==> config.mk <==
export PLATFORM = sky130hd
export DESIGN_NAME = sid_write_sched
export DESIGN_NICKNAME = d
export VERILOG_FILES = /design/src/rtl/sid_write_sched.sv
export SDC_FILE = /design/constraint.sdc
export NUM_CORES = 1
export LEC_CHECK = 0
export CORE_AREA = 2 2 165 167
export DETAILED_ROUTE_END_ITERATION = 10
export DIE_AREA = 0 0 167 169
export GPL_TIMING_DRIVEN = 0
export HOLD_SLACK_MARGIN = 0.08
export PLACE_DENSITY_LB_ADDON = 0.15
export SLEW_MARGIN = 20
export SYNTH_ARGS = -nofsm -noshare
export SYNTH_HDL_FRONTEND = slang
export SYNTH_SLANG_ARGS = --single-unit
==> constraint.sdc <==
create_clock -name clk -period 7.5 [get_ports clk]
set_input_delay 1.5 -clock clk [delete_from_list [all_inputs] [get_ports clk]]
set_output_delay 1.5 -clock clk [all_outputs]
set_load 0.03 [all_outputs]
==> src/rtl/sid_write_sched.sv <==
// sid_write_sched
// ----------------
// Timed write scheduler placed in front of a SID core. The host queues
// {delay, addr, data} entries in a small FIFO; each entry is popped in order,
// waits for its delay measured in clkEn ticks, then drives a single-cycle
// write strobe towards the SID core.
//
// Ports
//   clk       master clock, all logic on the rising edge
//   rst       asynchronous active-high reset
//   clkEn     1 MHz tick enable (same tick the SID core uses)
//   iValid    host entry valid; accepted on an edge where oReady is high
//   oReady    FIFO can accept an entry this cycle
//   iDelay    clkEn ticks to wait before the entry's write issues
//   iAddr     SID register address of the entry
//   iData     SID register data of the entry
//   iFlush    discard queued entries and abort any waiting entry
//   iHold     freeze the delay countdown (player pause)
//   oSidWE    registered write strobe to the SID core
//   oSidAddr  registered write address to the SID core
//   oSidData  registered write data to the SID core
//   oLevel    FIFO occupancy
//   oBusy     FIFO non-empty or scheduler not idle
module sid_write_sched #(
    parameter int DEPTH   = 8,
    parameter int DELAY_W = 16
) (
    input  logic                     clk,
    input  logic                     rst,
    input  logic                     clkEn,
    input  logic                     iValid,
    output logic                     oReady,
    input  logic [DELAY_W-1:0]       iDelay,
    input  logic [4:0]               iAddr,
    input  logic [7:0]               iData,
    input  logic                     iFlush,
    input  logic                     iHold,
    output logic                     oSidWE,
    output logic [4:0]               oSidAddr,
    output logic [7:0]               oSidData,
    output logic [$clog2(DEPTH):0]   oLevel,
    output logic                     oBusy
);

    localparam int AW = $clog2(DEPTH);
    localparam int LW = AW + 1;
    // Stored entry layout: {delay, addr[4:0], data[7:0]}
    localparam int EW = DELAY_W + 13;

    localparam logic [DELAY_W-1:0] CNT_ZERO = {DELAY_W{1'b0}};
    localparam logic [DELAY_W-1:0] CNT_ONE  = DELAY_W'(1'b1);
    localparam logic [LW-1:0]      LVL_ZERO = {LW{1'b0}};
    localparam logic [LW-1:0]      LVL_ONE  = LW'(1'b1);
    localparam logic [LW-1:0]      LVL_FULL = LW'(DEPTH);
    localparam logic [AW-1:0]      PTR_ZERO = {AW{1'b0}};
    localparam logic [AW-1:0]      PTR_ONE  = AW'(1'b1);

    typedef enum logic [1:0] {
        IDLE  = 2'd0,
        WAIT  = 2'd1,
        ISSUE = 2'd2
    } state_t;

    logic [EW-1:0]      fifoMem [DEPTH];
    logic [AW-1:0]      wrPtr;
    logic [AW-1:0]      rdPtr;
    logic [LW-1:0]      levelR;

    state_t             stateR;
    state_t             stateN;
    logic [DELAY_W-1:0] countR;
    logic [4:0]         holdAddr;
    logic [7:0]         holdData;

    logic               fifoFull;
    logic               fifoEmpty;
    logic               pushS;
    logic               popS;
    logic               decS;

    logic [EW-1:0]      headEntry;
    logic [DELAY_W-1:0] headDelay;
    logic [4:0]         headAddr;
    logic [7:0]         headData;

    assign fifoFull  = (levelR == LVL_FULL);
    assign fifoEmpty = (levelR == LVL_ZERO);

    // No push-while-full bypass: a pop in the same cycle does not free a slot
    // early, and a flush or reset refuses new entries outright.
    assign oReady = !fifoFull && !iFlush && !rst;
    assign pushS  = iValid && oReady;

    assign headEntry = fifoMem[rdPtr];
    assign headDelay = headEntry[EW-1:13];
    assign headAddr  = headEntry[12:8];
    assign headData  = headEntry[7:0];

    assign oLevel = levelR;
    assign oBusy  = (levelR != LVL_ZERO) || (stateR != IDLE);

    // FIFO storage; contents need no reset because pointers and level define validity
    always_ff @(posedge clk) begin
        if (pushS) begin
            fifoMem[wrPtr] <= {iDelay, iAddr, iData};
        end
    end

    // Scheduler state register
    always_ff @(posedge clk or posedge rst) begin
        if (rst) begin
            stateR <= IDLE;
        end else begin
            stateR <= stateN;
        end
    end

    // Next-state decode plus pop / countdown controls; flush overrides everything
    always_comb begin
        stateN = stateR;
        popS   = 1'b0;
        decS   = 1'b0;
        if (iFlush) begin
            stateN = IDLE;
        end else begin
            case (stateR)
                IDLE: begin
                    if (!fifoEmpty) begin
                        popS = 1'b1;
                        if (headDelay != CNT_ZERO) begin
                            stateN = WAIT;
                        end else begin
                            stateN = ISSUE;
                        end
                    end else begin
                        stateN = IDLE;
                    end
                end
                WAIT: begin
                    if (clkEn && !iHold) begin
                        decS = 1'b1;
                        // A count of zero cannot occur here; treating it as the
                        // final tick keeps the counter from ever wrapping.
                        if (countR <= CNT_ONE) begin
                            stateN = ISSUE;
                        end else begin
                            stateN = WAIT;
                        end
                    end else begin
                        stateN = WAIT;
                    end
                end
                ISSUE: begin
                    stateN = IDLE;
                end
                default: begin
                    stateN = IDLE;
                end
            endcase
        end
    end

    // FIFO pointers, occupancy and the holding registers of the active entry
    always_ff @(posedge clk or posedge rst) begin
        if (rst) begin
            wrPtr    <= PTR_ZERO;
            rdPtr    <= PTR_ZERO;
            levelR   <= LVL_ZERO;
            countR   <= CNT_ZERO;
            holdAddr <= 5'd0;
            holdData <= 8'd0;
        end else if (iFlush) begin
            wrPtr  <= PTR_ZERO;
            rdPtr  <= PTR_ZERO;
            levelR <= LVL_ZERO;
            countR <= CNT_ZERO;
        end else begin
            if (pushS) begin
                wrPtr <= wrPtr + PTR_ONE;
            end
            if (popS) begin
                rdPtr <= rdPtr + PTR_ONE;
            end
            case ({pushS, popS})
                2'b10:   levelR <= levelR + LVL_ONE;
                2'b01:   levelR <= levelR - LVL_ONE;
                default: levelR <= levelR;
            endcase
            if (popS) begin
                countR   <= headDelay;
                holdAddr <= headAddr;
                holdData <= headData;
            end else if (decS && (countR != CNT_ZERO)) begin
                countR <= countR - CNT_ONE;
            end
        end
    end

    // Registered SID write port: the strobe is high exactly while in ISSUE.
    // A zero-delay entry goes straight from the FIFO head to the port because
    // the holding registers load on the same edge.
    always_ff @(posedge clk or posedge rst) begin
        if (rst) begin
            oSidWE   <= 1'b0;
            oSidAddr <= 5'd0;
            oSidData <= 8'd0;
        end else begin
            oSidWE <= (stateN == ISSUE);
            if (stateN == ISSUE) begin
                oSidAddr <= popS ? headAddr : holdAddr;
                oSidData <= popS ? headData : holdData;
            end
        end
    end

endmodule

[Word-level counts from Yosys, hierarchy flattened]
Memories as Yosys holds them, arrays and structs flattened.
Index checks and enable logic that the tools add are counted.
Word-level totals
  flip-flop bits (word level): 55
  memories kept: 1
  memory bits (writable): 232
  latch bits: 0
  input bits: 35
  ROM bits: 0
  logic and storage cells: 67
  output and inout port bits: 20
Operators by class
  multipliers: 0
  div/mod/pow operators: 0
  multiplexer cells: 25
  shift operators: 0
  add/sub/neg operators: 5
  equality and inequality tests: 5
  bitwise logic cells: 0
  reductions and logical operators: 20
  order comparisons: 1
Memory list
  fifoMem: depth 8, width 29, rd ports 1, clocked after memory_dff 0, wr ports 1, line 64  | logic [EW-1:0] fifoMem [DEPTH];
Operators with widths (count)
  $mux 16: 3
  $reduce_bool 16->1: 2
  $le 16x1->1 const B: 1
  $sub 16x1->16 const B: 1
  $mux 3: 4
  $mux 2: 5
  $mux 1: 8
  $mux 8: 1
  $pmux 4 s2: 1
  $add 3x1->3 const B: 2
  $reduce_bool 2->1: 3
  $reduce_bool 3->1: 2
  $logic_and 1x1->1: 5
  $mux 5: 1
  $add 4x1->4 const B: 1
  $eq 2x1->1 const B: 2
  $eq 2x2->1 const B: 2
  $eq 4x4->1 const B: 1
  $logic_not 1->1: 4
  $logic_not 4->1: 1
  $mux 4: 1
  $pmux 2 s2: 1
  $reduce_bool 4->1: 1
  $sub 4x1->4 const B: 1
  2 further kinds: 2

[Logic depth before layout (Yosys ltp)]
  word-level depth: 9
  gate-level depth with buffers: 13

[Worst setup path after synthesis]
No wires, ideal clock.
  path type: in2reg
  start: input port iFlush
  end: memory fifoMem[0][0] (netlist name), enable pin
  slack: 2135 ps
  required time: 7012 ps
  cell stages on the path: 3
  library setup time: 488 ps
  data arrival time: 4877 ps
  path buffers: 1
  cell sequence: clkbuf_1 a2111o_1 nor4_1
Between the ends
  longest elaborated chain between the ends: 6
Ends and longest elaborated chain
  start, declared: line 36  | input logic iFlush,
  $logic_not 1->1: line 91  | assign oReady = !fifoFull && !iFlush && !rst;
  $logic_and 1x1->1 (2 in a row): line 91
  $logic_and 1x1->1: line 92  | assign pushS = iValid && oReady;
  $mux 1: line 104  | if (pushS) begin
  $mux 1 (implied by the code): line 105  | fifoMem[wrPtr] <= {iDelay, iAddr, iData};
  end, declared: line 64
No other way between the ends.

[Worst setup path in the final report]
  start: input port rst
  end: output port oReady
Between the ends
  longest elaborated chain between the ends: 2
Ends and longest elaborated chain
  start, declared: line 29  | input logic rst,
  $logic_not 1->1 (no line)
  $logic_and 1x1->1: line 91
  end, declared: line 32  | output logic oReady,
No other way between the ends.

==> key figures <==
Outcome
  – Status: completed

Min path
  – Hold Startpoint: holdAddr[4]
  – Worst Hold End: holdAddr[4]
  – HP Class: reg -> reg
  – Hold path cells: 1

STA
  – Layout Skew: 13.8 ps
  – Fin crit share: 59.6%
  – RSZ-0062 raised after global routing: no
  – Slew headroom: between 30% and 40%
  – Final Critical Period: 4470 ps
  – Max-slew violations: 0
  – Final Hold Viols: 0
  – Setup-failing EPs final: 0
  – Worst-Margin Slew: 951 ps
  – Fmax: approximately 220 MHz

Clocking
  – CTS H-Tree Depth: 1
  – Clock-pin slew on the worst setup and hold paths: 60 ps
  – # clock sinks: 287
  – Root Driver: clkbuf_16
  – Worst skew pair latency: ~560 ps
  – Post-CTS Setup Bufs: 0
  – Cts bufs inserted: 30
  – CTS tree: done
  – Max clock buf depth: 3
  – Post-cts resize count: 0
  – Cts hold-fix bufs: 0

Worst setup path
  – CP Data Required Time: 6000 ps
  – Crit path cell chain: clkdlybuf4s50_1 -> a211oi_1 -> clkdlybuf4s50_1
  – Crit path capture type: output port
  – Startpoint Class: input port
  – Crit path max fanout: 4
  – Arr. time, crit path: 2970 ps
  – WS Path Type: in -> out
  – Worst path most repeated cell: clkdlybuf4s50_1
  – Crit path max-delay cell type: clkdlybuf4s50_1
  – Flop-to-flop setup slack: 3550 ps
  – Register-to-Register Path Depth: 13
  – RR Endpoint: oLevel[3]
  – Worst reg2reg startpoint: oLevel[0]
  – Crit path largest cell delay: 700 ps

Die
  – Chip height: 169 µm
  – Starting Density: 44.2%
  – Io pins: 55
  – Die Area: around 0.028 mm²
  – Die Wd: about 170 µm
  – Core Area: 0.0265 mm²
  – Num rows: 60

Yosys
  – Mapped Avg Cell Area: 16.8 µm²
  – Primary FF master, synth: edfxtp_1
  – YS warnings: 0
  – FF+latch count, synth: 287
  – Register area share after synthesis: 71.2%
  – Post-synth net total: 740
  – Number of synthesized flops with an enable pin: roughly 230
  – Post-Syn Instances: approximately 700
  – Synth cell types: 53
  – Async set-reset flop share out of synthesis: 19.2%
  – Synthesized cell area: 0.0117 mm²

Layout
  – Fin cells: 1,173
  – Nets: 852
  – Layout cell share with drive strength beyond 1: between 15 and 20%
  – Post-layout util: between 50% and 60%
  – Area growth from synthesis to layout: 19.0%
  – Commonest non-fill, non-tap cells in the layout: edfxtp_1 (232), dfrtp_1 (55), mux2i_1 (54)
  – Most common cell after layout, fill and taps aside: edfxtp_1
  – Fill count: between 2,000 and 2,500

Pwr
  – Cell Pwr Density: ~320 mW/mm²
  – Static Leak: 4.79 nW
  – Worst VDD drop: 0.194 mV

Detailed routing
  – DRT Pass-1 Iters: 6
  – Final wirelength: 26,200 µm
  – Iteration-0 DRC Markers: between 700 and 800
  – DRC errors left: 0
  – Routed via count: 6,659
  – Via density: 5.68
  – Post-detailed-route wirelength per cell: 22.3 µm
  – ANT nets after route: 0

Placed design
  – Cell count after placement: 1,118
  – Buffers added on ports: 53
  – HPWL Detailed: around 18,000 µm
  – Routability cong.: around 0.76

GRT
  – Largest net degree at the start of global routing: 56
  – First-pass GRT wire length: roughly 40,000 µm
  – Total GRT Usage: 18.8%
  – Initial antenna violation count: 1
  – Total congestion overflow: 0
  – Vias in the first global route: 6,780

Run
  – Maximum Capacitance Violations: 0
## synth_stat cells (all sizes together), types with 7 or more instances
library cell,count,area (µm²)
xor2,8,70.1
mux2i,54,541
clkbuf,10,37.5
mux4,32,724
a32o,13,130
ha,7,87.6
a21oi,20,100
nand3,11,55.1
nor3,15,80.1
nand2,31,116
o21ai,10,50.1
a22oi,22,165
dfrtp,55,1380
a31o,13,114
mux2,12,135
a21o,17,128
buf,24,156
nor2,39,156
xnor2,9,78.8
edfxtp,232,6970
o22ai,8,50.1
## worst max-delay path by stage
stage,from,to,depth (start not counted)
after global routing,iFlush,oLevel[3],13
final,rst,oReady,3
after CTS,iFlush,oReady,4
after global placement,rst,fifoMem[0][18],3
after detailed placement,iFlush,oLevel[3],13
after floorplan,iFlush,fifoMem[0][0],3
## cells by family (layout without fill, tap and decap cells)
kind of cell	count (synthesis)	after routing	synth area share (%)
flops	287	287	71.2
simple gates	125	125	5.22
compound gates	121	121	7.55
mux	98	98	12.0
buf+inv	41	175	1.88
xor+xnor	17	17	1.27
fa+ha+maj	8	8	0.918
other cells	0	1	0
## per-layer routing
| layer | share of wire (%) | track usage (%) |
|---|---|---|
| met5 | 0 | 0 |
| met4 | 2.2 | 5.06 |
| met3 | 7.2 | 3.48 |
| met2 | 47 | 29.6 |
| met1 | 44 | 27.3 |
## area by class of cell
cell class                 instances  area [µm²]  area share [%]
tap                              341         427            3.06
inverter                           7        28.8           0.206
sequential                       287        8340            59.9
clock buffer                      36         795            5.70
clock inverter                    18         143            1.02
multi-input combinational        369        3210            23.0
timing repair buffer              80         795            5.70
buffer                            34         194            1.39
antenna                            1        2.50          0.0180
## per-stage QoR
step	total power, W	setup WS [ps]	hold slack (ps)	instance area, µm²	TNS, ps
4_1_cts	0.00443	3010	481	13900	0
6_report	0.00441	3030	480	13900	0
3_3_place_gp	0.00299	-1410	459	12700	-56310
3_5_place_dp	0.00302	2680	467	13000	0
5_1_grt	0.00460	2900	492	13900	0
2_1_floorplan	0.00268	2140	450	11700	0
## state kept, by name (all words and copies together) (netlist names)
name,flops
oSidAddr,5
oSidData,8
oLevel,4
wrPtr,3
stateR,2
holdAddr,5
countR,16
oSidWE,1
rdPtr,3
holdData,8
fifoMem,232
## report_power, final
| part | internal (W) | switching (W) | total [W] |
|---|---|---|---|
| Combinational | 0.000456 | 0.000632 | 0.00109 |
| Clock | 0.000819 | 0.000593 | 0.00141 |
| Sequential | 0.00183 | 0.0000845 | 0.00191 |
## critical path: cells and delay by family
kind | cells | cell delay (ps)
AO/OA/AOI/OAI | 1 | 250
buffers and inverters | 2 | 1220
No activity file was read; power rests on OpenSTA's default activity.
